## config.mk

```make
export PLATFORM = sky130hd
export DESIGN_NAME = pipe_adder
export DESIGN_NICKNAME = d
export VERILOG_FILES = /design/src/rtl/pipe_adder_pkg.sv /design/src/rtl/pipe_adder_slice.sv /design/src/rtl/pipe_adder.sv
export SDC_FILE = /design/constraint.sdc
export NUM_CORES = 1
export LEC_CHECK = 0
export ABC_AREA = 1
export BUFFER_PORTS_ARGS = -buffer_cell sky130_fd_sc_hd__buf_2
export CORE_MARGIN = 8
export CORE_UTILIZATION = 34
export CTS_CLUSTER_DIAMETER = 60
export CTS_CLUSTER_SIZE = 25
export DETAILED_ROUTE_END_ITERATION = 12
export PLACE_DENSITY = 0.51
export SLEW_MARGIN = 20
export SYNTH_ARGS = -nofsm -noshare
export SYNTH_HDL_FRONTEND = slang
export SYNTH_HIERARCHICAL = 1
export SYNTH_SLANG_ARGS = --single-unit
```

## constraint.sdc

```tcl
create_clock -name clk -period 3.1 [get_ports clk]
set_input_delay 0.62 -clock clk [delete_from_list [all_inputs] [get_ports clk]]
set_output_delay 0.62 -clock clk [all_outputs]
set_load 0.01 [all_outputs]
```

## src/rtl/pipe_adder_pkg.sv

```systemverilog
// pipe_adder_pkg: default geometry and slice helpers for the pipelined add/subtract unit
package pipe_adder_pkg;
   localparam int DEF_WIDTH  = 16;
   localparam int DEF_STAGES = 4;
   function automatic int slice_w(input int width, input int stages);
      return width / stages;
   endfunction
   function automatic bit width_ok(input int width, input int stages);
      return stages > 0 && width % stages == 0;
   endfunction
endpackage

```

## src/rtl/pipe_adder_slice.sv

```systemverilog
// pipe_adder_slice: combinational N-bit ripple-carry adder chunk
module pipe_adder_slice #(
   parameter int N = 4
) (
   input  logic [N-1:0] a,
   input  logic [N-1:0] b,
   input  logic         ci,
   output logic [N-1:0] s,
   output logic         co
);
   logic [N:0] c;
   always_comb begin
      c    = '0;
      s    = '0;
      c[0] = ci;
      for (int i = 0; i < N; i++) begin
         s[i]   = a[i] ^ b[i] ^ c[i];
         c[i+1] = (a[i] & b[i]) | (c[i] & (a[i] ^ b[i]));
      end
   end
   assign co = c[N];
endmodule

```

## src/rtl/pipe_adder.sv

```systemverilog
// pipe_adder: pipelined add/subtract with carry-registered slices and valid/ready handshake.
// Define PIPE_ADDER_OVF_EN to add the registered signed-overflow output ovf.
module pipe_adder
   import pipe_adder_pkg::*;
#(
   parameter int WIDTH  = DEF_WIDTH,
   parameter int STAGES = DEF_STAGES
) (
   input  logic             clk,
   input  logic             rst,
   input  logic             in_valid,
   output logic             in_ready,
   input  logic [WIDTH-1:0] a,
   input  logic [WIDTH-1:0] b,
   input  logic             cin,
   input  logic             sub,
   output logic             out_valid,
   input  logic             out_ready,
   output logic [WIDTH-1:0] sum,
`ifdef PIPE_ADDER_OVF_EN
   output logic             co,
   output logic             ovf
`else
   output logic             co
`endif
);
   localparam int SLICE = slice_w(WIDTH, STAGES);

   if (!width_ok(WIDTH, STAGES)) begin : g_chk
      $error("pipe_adder: WIDTH (%0d) must be a multiple of STAGES (%0d)", WIDTH, STAGES);
   end

   logic             adv;
   logic [WIDTH-1:0] bb;
   logic             c0;

   assign adv      = !out_valid || out_ready;
   assign in_ready = adv;
   assign bb       = sub ? ~b : b;
   assign c0       = sub | cin;

   // Stage k consumes slice k; result chunks grow downward, operand chunks shrink upward.
   for (genvar k = 0; k < STAGES; k++) begin : g_st
      localparam int UP = WIDTH - (k + 1) * SLICE;
      logic [SLICE-1:0]         xa, xb, xs;
      logic                     xc, xco, xv, v_q, c_q;
      logic [(k+1)*SLICE-1:0]   r_q;

      pipe_adder_slice #(.N(SLICE)) u_slice (
         .a (xa),
         .b (xb),
         .ci(xc),
         .s (xs),
         .co(xco)
      );

      if (k == 0) begin : g_src
         assign xa = a[SLICE-1:0];
         assign xb = bb[SLICE-1:0];
         assign xc = c0;
         assign xv = in_valid;
         always_ff @(posedge clk or posedge rst)
            if (rst) r_q <= '0;
            else if (adv) r_q <= xs;
      end else begin : g_src
         assign xa = g_st[k-1].g_up.ua_q[SLICE-1:0];
         assign xb = g_st[k-1].g_up.ub_q[SLICE-1:0];
         assign xc = g_st[k-1].c_q;
         assign xv = g_st[k-1].v_q;
         always_ff @(posedge clk or posedge rst)
            if (rst) r_q <= '0;
            else if (adv) r_q <= {xs, g_st[k-1].r_q};
      end

      always_ff @(posedge clk or posedge rst)
         if (rst) begin
            v_q <= 1'b0;
            c_q <= 1'b0;
         end else if (adv) begin
            v_q <= xv;
            c_q <= xco;
         end

      if (UP > 0) begin : g_up
         logic [UP-1:0] ua_q, ub_q, ua_d, ub_d;
         if (k == 0) begin : g_d
            assign ua_d = a[WIDTH-1:SLICE];
            assign ub_d = bb[WIDTH-1:SLICE];
         end else begin : g_d
            assign ua_d = g_st[k-1].g_up.ua_q[UP+SLICE-1:SLICE];
            assign ub_d = g_st[k-1].g_up.ub_q[UP+SLICE-1:SLICE];
         end
         always_ff @(posedge clk or posedge rst)
            if (rst) begin
               ua_q <= '0;
               ub_q <= '0;
            end else if (adv) begin
               ua_q <= ua_d;
               ub_q <= ub_d;
            end
      end

`ifdef PIPE_ADDER_OVF_EN
      if (k == STAGES - 1) begin : g_ovf
         logic ovf_q;
         always_ff @(posedge clk or posedge rst)
            if (rst) ovf_q <= 1'b0;
            else if (adv) ovf_q <= (xa[SLICE-1] == xb[SLICE-1]) && (xs[SLICE-1] != xa[SLICE-1]);
      end
`endif
   end

   assign out_valid = g_st[STAGES-1].v_q;
   assign sum       = g_st[STAGES-1].r_q;
   assign co        = g_st[STAGES-1].c_q;
`ifdef PIPE_ADDER_OVF_EN
   assign ovf       = g_st[STAGES-1].g_ovf.ovf_q;
`endif
endmodule
```

After elaboration in Yosys (flattened, before gate mapping)
Cells that the tools add are included.
W data, S select, Z words.
{ "word_totals": {"ff_bits": 96, "input_bits": 38, "wordCells": 103} }
{ "classes": {"mux": 1, "bitwise": 82, "n_reduce_logical": 2} }
{ "ops": {"columns": ["operator", "count"], "rows": [
  ["$and A1 B1 Y1", 32],
  ["$xor A1 B1 Y1", 32],
  ["$or A1 B1 Y1", 17],
  ["$mux W16", 1],
  ["$not A16 Y16", 1],
  ["$logic_not A1 Y1", 1],
  ["$logic_or A1 B1 Y1", 1]
]} }

Logic depth before layout (Yosys ltp)
Gate-level depths: netlist of run 1.
{ "logic_depth": {"depth_word": 11, "ltp_mapped": 13, "ltp_nobuf": 11} }

Modules after synthesis
The synthesis of run 1 kept the hierarchy.
{ "by_module_without_submodules": {"columns": ["module", "n_inst", "cells_each", "area_per_inst_um2", "seq_area_each_um2"], "rows": [
  ["pipe_adder", 1, 431, 3816.2, 2402.3],
  ["pipe_adder_slice", 4, 14, 117.6, 0.0]
]} }

Worst setup path before layout of run 1
OpenSTA, ideal clock, no wires.
{ "synth_path": {"path_kind": "input to register", "startpoint": "in sub", "endpoint": "reg g_st[0].r_q[3]", "setup_ns": 0.065, "t_arrival_ns": 2.704, "required_ns": 3.035, "setup_slack_ns": 0.331, "path_stages": 13, "n_path_buf": 2, "path_cell_list": "buf_2 buf_2 xor2_1 fa_1 inv_1 fa_1 inv_1 fa_1 inv_1 fa_1 inv_1 nand2_1 nand2_1"} }
{ "synth_between": {"elab_chain_len": 9, "word_cells_on_any_way": 16} }
{ "synth_lines": {"columns": ["item", "line", "rtl"], "rows": [
  ["from (decl)", "pipe_adder.sv:16", "input logic sub,"],
  ["$mux W16 (*)", "pipe_adder.sv:39", "assign bb = sub ? ~b : b;"],
  ["net bb[0]", "pipe_adder.sv:34", "logic [WIDTH-1:0] bb;"],
  ["$xor A1 B1 Y1", "pipe_adder_slice.sv:18", "c[i+1] = (a[i] & b[i]) | (c[i] & (a[i] ^ b[i]));"],
  ["$and A1 B1 Y1", "pipe_adder_slice.sv:18", null],
  ["$or A1 B1 Y1 (*)", "pipe_adder_slice.sv:18", null],
  ["$and A1 B1 Y1 (*)", "pipe_adder_slice.sv:18", null],
  ["$or A1 B1 Y1 (*)", "pipe_adder_slice.sv:18", null],
  ["$and A1 B1 Y1 (*)", "pipe_adder_slice.sv:18", null],
  ["$or A1 B1 Y1 (*)", "pipe_adder_slice.sv:18", null],
  ["$xor A1 B1 Y1 (*)", "pipe_adder_slice.sv:17", "s[i] = a[i] ^ b[i] ^ c[i];"],
  ["net g_st[0].xs[3]", "pipe_adder.sv:45", "logic [SLICE-1:0] xa, xb, xs;"],
  ["to (signal assigned)", "pipe_adder.sv:64", "else if (adv) r_q <= xs;"],
  ["to (decl)", "pipe_adder.sv:47", "logic [(k+1)*SLICE-1:0] r_q;"]
]} }
The timed path passes the listed nets; every way through them passes the cells marked *.
A chain may end at the register's enable or synchronous reset.

Worst setup path in the final report of run 1
{ "layout_path": {"startpoint": "in sub", "endpoint": "reg g_st[0].r_q[3]"} }
{ "layout_between": {"word_cells_on_any_way": 16} }
{ "layout_lines": {"columns": ["item", "line", "rtl"], "rows": [
  ["$or A1 B1 Y1", "pipe_adder.sv:40", "assign c0 = sub | cin;"],
  ["net c0", "pipe_adder.sv:35", "logic c0;"],
  ["$and A1 B1 Y1", "pipe_adder_slice.sv:18", null],
  ["$or A1 B1 Y1", "pipe_adder_slice.sv:18", null],
  ["$and A1 B1 Y1", "pipe_adder_slice.sv:18", null],
  ["$or A1 B1 Y1", "pipe_adder_slice.sv:18", null],
  ["$and A1 B1 Y1", "pipe_adder_slice.sv:18", null],
  ["$or A1 B1 Y1", "pipe_adder_slice.sv:18", null],
  ["$xor A1 B1 Y1", "pipe_adder_slice.sv:17", null],
  ["net g_st[0].xs[3]", "pipe_adder.sv:45", null]
]} }
The timed path passes the listed nets, and every way through them passes these cells.

==> flow_summary.ini, run 1 <==
[clocking]
cts_setup_buffers = 0
clock_latency_ns = 0.34
cts_max_path_buffers = 2
cts_tree = done
numCtsBuffers = 9
cts.clk_slew.worst_paths_ns = 0.06
cts_resized = 0
root_buffer = clkbuf_16
cts_hold_buf = 0
cts.htree.levels = 3
cts.sinks = 96

[route]
wirelength_um = 8250
wl_per_cell_um = 11.6
vias = 2995
drtAntennaViolNets = 0
route.detailed.drc = 0
drt_first_iter_violations = 120
avgViaCountPerCell = 4.20
first_pass_iters = 4

[timing]
setup_slack_ns = 0.677
hold_viol_final = 0
fmaxAchievable_ghz = 0.413
min_period_ns = 2.42
post-route-period-util_pct = 78.2
setup_tns_ns = 0
skew_ns = 0.00434
maxSlewViolCount = 0
setup_viol = 0
worstMarginPinSlew_ns = 0.509
slew_headroom_pct = 66.1
rsz0062_at_grt = false

[pwr]
power.total_mw = 4.59
vdd_ir_drop_max_mv = 0.344
powerDensity_nw_per_um2 = 921
static-leakage-power_nw = 2.73

[synthesis]
ys_types = 15
synth_enable_flop_cells = 0
synth.most_common_cell = nand2_1
ys_seq_elements = 96
yosysWarnings = 6
ys_seq_area_share_pct = 56.0
syn_nets = 541
ys.flop_type = dfrtp_1
synth_common_cells = 212 x nand2_1, 96 x dfrtp_1, 77 x inv_1, 43 x o21ai_0, 16 x fa_1
avgSynthCellArea_sq_um = 8.80
synth_top_cell_by_area = dfrtp_1
synthArstFlopShare_pct = 100
netlist_area_sq_um = 4290
syn_inst = 487
yosys-top-cells-area = dfrtp_1 56%, nand2_1 19%, fa_1 7.5%, inv_1 6.7%, o21ai_0 5.0%
netlist.area_leader.share_pct = 56.0

[critical_path]
cp.arrival_ns = 2.70
start_kind = input port
crit_path_end_kind = flip-flop
worstPathRequired_ns = 3.38
path_max_fanout = 3
crit_type = in -> reg

[global_routing]
grt_pass1_wl_um = 14700
gr-total-overflow = 0
antenna_found_initial = 0
grt_pass1_vias = 3231
grt_max_degree = 97
track_usage_pct = 11.2

[layout]
nFillCells = 1310
multiInputGateArea_sq_um = 1460
regArea_sq_um = 2400
fin_nets = 590
layout-drive-gt1-share_pct = 14.8
fin_util_pct = 39.9
num_antenna_cells = 0
final_cells = 713
area_delta_synth_final_pct = 16.1

[job]
drv_cap = 0

[placement]
io_buffers = 56
dpl_worst_slack_ns = 0.308
place.gp.congestion = 0.740
place_inst = 697
hpwl_um = 5410

[floorplan]
row_count = 41
ios = 57
die_h_um = 128
dieWidth_um = 128
start_util_pct = 34.4
core_area_sq_um = 12500
die-area_sq_um = 16500

[worst_hold_path]
worst_hold_path_type = in -> async

[status]
status = finished, final reports clean
## final timing paths
| check | slack (ns) | startpoint | cells past startpoint | to |
|---|---|---|---|---|
| worst max-delay path | 0.68 | sub | 12 | g_st[0].r_q[3]$_DFFE_PP0P_ |
| worst min-delay path | 0.41 | rst | 3 | sum[15]$_DFFE_PP0P_ |
| worst max register to register | 0.86 | g_st[1].g_up.ua_q[0]$_DFFE_PP0P_ | 10 | g_st[2].r_q[11]$_DFFE_PP0P_ |
| worst min register to register | 0.46 | g_st[2].v_q$_DFFE_PP0P_ | 2 | out_valid$_DFFE_PP0P_ |
| max in group asynchronous | 2.31 | rst | 3 | g_st[0].g_up.ua_q[2]$_DFFE_PP0P_ |
| min in group clk | 0.46 | g_st[2].v_q$_DFFE_PP0P_ | 2 | out_valid$_DFFE_PP0P_ |
## cell type report
class | count | share of cell area [%]
sequential | 96 | 48.3
clock inverter | 4 | 0.402
clock buffer | 12 | 4.95
inverter | 78 | 5.96
timing repair buffer | 61 | 6.89
multi-input combinational | 290 | 29.2
tap | 172 | 4.32
## logic make-up after synthesis
logic type	share of synthesized area, %
flops	56.0
simple gates	20.5
buf+inv	10.1
fa+ha+maj	7.47
xor+xnor	0.817
compound gates	5.02
## routing by layer
layer / track usage [%] / vias to the layer above / wire, um
li1: - / 1528 / -
met1: 12.9 / 1411 / 3830
met2: 19.1 / 47 / 3940
met3: 3.83 / 9 / 359
met4: 3.57 / 0 / 115
met5: 0 / - / 0
## critical path: stages
cell and delay, ns:
buf_2 0.13, or2_2 0.30, fa_1 0.36, inv_1 0.08
fa_1 0.16, inv_1 0.05, fa_1 0.34, inv_1 0.07
fa_1 0.40, inv_1 0.06, nand2_1 0.04, nand2_1 0.08
## cell usage in the layout, fill, tap and decap left out
cell type   netlist  layout
nand2_1         212     212
dfrtp_1          96      96
inv_1            77      76
buf_2            11      56
o21ai_0          43      43
fa_1             16      16
nand3_1          12      12
clkbuf_16         0       9
xor2_1            4       4
clkinv_2          0       4
buf_4             7       3
clkbuf_1          3       2
buf_12            0       2
nand2_4           0       1
inv_2             1       1
nor2_4            1       1
or2_2             1       1
clkinvlp_4        0       1
clkbuf_8          0       1
## sequential cells by signal, indices dropped and copies added, names as in the netlist
register        cells
g_st.g_up.ua_q     24
g_st.g_up.ub_q     24
g_st.r_q           24
sum                16
g_st.c_q            3
g_st.v_q            3
co                  1
out_valid           1
## per-stage QoR
stage	hold slack [ns]	instance area, sq um
floorplan	0.420	4290
global placement	0.439	4710
detailed placement	0.447	4710
CTS	0.448	4980
global route	0.476	4980
finish	0.410	4980
## power by group
part	switching (mW)	internal, mW	leakage [nW]	total (mW)
Clock	0.443	0.560	0.136	1.00
Sequential	0.272	1.81	1.16	2.08
Combinational	0.918	0.584	1.43	1.50
Total	1.63	2.95	2.73	4.59
Note: power is estimated with default switching activity, not from simulation.
==> inputs of run 2 (changes only) <==
--- a/config.mk
+++ b/config.mk
@@ -12,7 +12,7 @@
 export CTS_CLUSTER_DIAMETER = 60
 export CTS_CLUSTER_SIZE = 25
 export DETAILED_ROUTE_END_ITERATION = 12
-export PLACE_DENSITY = 0.51
+export PLACE_DENSITY = 0.49
 export SLEW_MARGIN = 20
 export SYNTH_ARGS = -nofsm -noshare
 export SYNTH_HDL_FRONTEND = slang
==> constraint.sdc (replaced) <==
create_clock -name clk -period 2.5 [get_ports clk]
set_input_delay 0.5 -clock clk [delete_from_list [all_inputs] [get_ports clk]]
set_output_delay 0.5 -clock clk [all_outputs]
set_load 0.01 [all_outputs]
==> run 2 against run 1 <==
  * Critical path depth unchanged
  * Combinational power up 26%
  * Die area unchanged
==> flow_summary.ini, run 2 (synthesis results as in run 1) <==
[clocking]
cts_hold_buf = 0
cts_resized = 0
numCtsBuffers = 9
cts.sinks = 96
cts.htree.levels = 3
root_buffer = clkbuf_16
cts_tree = done
clock_latency_ns = 0.34
cts_setup_buffers = 0
cts_max_path_buffers = 2
cts.clk_slew.worst_paths_ns = 0.07

[layout]
num_antenna_cells = 0
layout_commonest_cell = nand2_1
mostFrequentLayoutCells = 212 x nand2_1, 96 x dfrtp_1, 74 x inv_1
fin_nets = 593
layout-drive-gt1-share_pct = 16.4
reg_top3 = g_st.g_up.ua_q: 24 flops, g_st.g_up.ub_q: 24 flops, g_st.r_q: 24 flops
area_delta_synth_final_pct = 18.1
final_area_sq_um = 5060

[global_routing]
grtUsageMet1_pct = 13.4
antenna_found_initial = 0
met3_usage_pct = 2.70
top_usage_layer = met2
grt_pass1_vias = 3039
gr-usage-met2_pct = 18.4
grt_pass1_wl_um = 14600
grt_max_degree = 95
gr-total-overflow = 0
track_usage_pct = 11.2

[critical_path]
worstPathRequired_ns = 2.78
critPathLaunch = sub
crit_slowest_cell = fa_1
path_max_fanout = 4
crit_type = in -> reg
cp.arrival_ns = 2.55
path_buf_inv = 5
worstReg2RegStart = g_st[1].g_up.ua_q[0]$_DFFE_PP0P_
path_cells = buf_2 > or2_2 > fa_2 > inv_2 > fa_2 > inv_1 > fa_2 > inv_2 > fa_1 > inv_1 > nand2_1 > nand2_1
crit_top_cell = fa_2
ff2ff_setup_slack_ns = 0.28
crit_path_end_kind = flip-flop
cp_slowest_stage_delay_ns = 0.40
start_kind = input port
cpLargestDelayFamily = adder cells

[placement]
hpwl_um = 5690
place.gp.congestion = 0.731
placed_cell_area_sq_um = 4760
io_buffers = 56

[floorplan]
die-area_sq_um = 16500
die_h_um = 128
row_count = 41
start_util_pct = 34.4
core_area_sq_um = 12500
dieWidth_um = 128
ios = 57

[route]
avgViaCountPerCell = 4.18
drt_first_iter_violations = 124
first_pass_iters = 4
route.detailed.drc = 0
vias = 2995
wirelength_um = 8550
wl_per_cell_um = 11.9
drtAntennaViolNets = 0

[pwr]
powerDensity_nw_per_um2 = 1150
static-leakage-power_nw = 2.76
vdd_ir_drop_max_mv = 0.375
power.total_mw = 5.84

[timing]
rsz0062_at_grt = false
setup_tns_ns = 0
skew_ns = 0.00607
post-route-period-util_pct = 90.8
fmaxAchievable_ghz = 0.441
hold_viol_final = 0
slew_headroom_pct = 56.5
setup_viol = 0
maxSlewViolCount = 0
min_period_ns = 2.27
worstMarginPinSlew_ns = 0.651

[status]
status = finished, final reports clean

[worst_hold_path]
worst_hold_path_type = in -> async

[job]
drv_cap = 0
==> run 2: stage by stage <==
step | setup WS [ns] | instances | util (%) | hold slack (ns)
3_3_place_gp | -0.105 | 700 | 38.2 | 0.439
2_1_floorplan | -0.0232 | 487 | - | 0.420
4_1_cts | 0.222 | 716 | 40.6 | 0.263
3_5_place_dp | -0.133 | 700 | 38.2 | 0.443
5_1_grt | 0.111 | 716 | 40.6 | 0.301
6_report | 0.230 | 716 | 40.6 | 0.253
==> run 2: area by class of cell <==
| class | count | area [sq um] |
|---|---|---|
| fill | 1277 | 7400 |
| sequential | 96 | 2400 |
| multi-input combinational | 290 | 1470 |
| timing repair buffer | 64 | 378 |
| inverter | 78 | 297 |
| clock buffer | 13 | 260 |
| tap | 172 | 215 |
| clock inverter | 3 | 40.0 |
==> run 2: power breakdown <==
part | switching, mW | leakage (nW) | internal, mW
logic | 1.15 | 1.45 | 0.736
clock network | 0.556 | 0.150 | 0.828
registers | 0.328 | 1.16 | 2.24
==> run 2: metal layers <==
layer  share of wire, %  vias up
met5                  0        -
met4                1.9        0
met3                3.5       12
met2                 47       36
met1                 47     1416
li1                   -     1531
==> run 2: final timing paths <==
check | end | cells after the start
max in group asynchronous | g_st[2].r_q[9]$_DFFE_PP0P_ | 3
min reg2reg | out_valid$_DFFE_PP0P_ | 2
min in group clk | g_st[0].g_up.ua_q[3]$_DFFE_PP0P_ | 3
min | sum[1]$_DFFE_PP0P_ | 2
max reg2reg | g_st[2].r_q[11]$_DFFE_PP0P_ | 10
max | g_st[0].r_q[3]$_DFFE_PP0P_ | 12
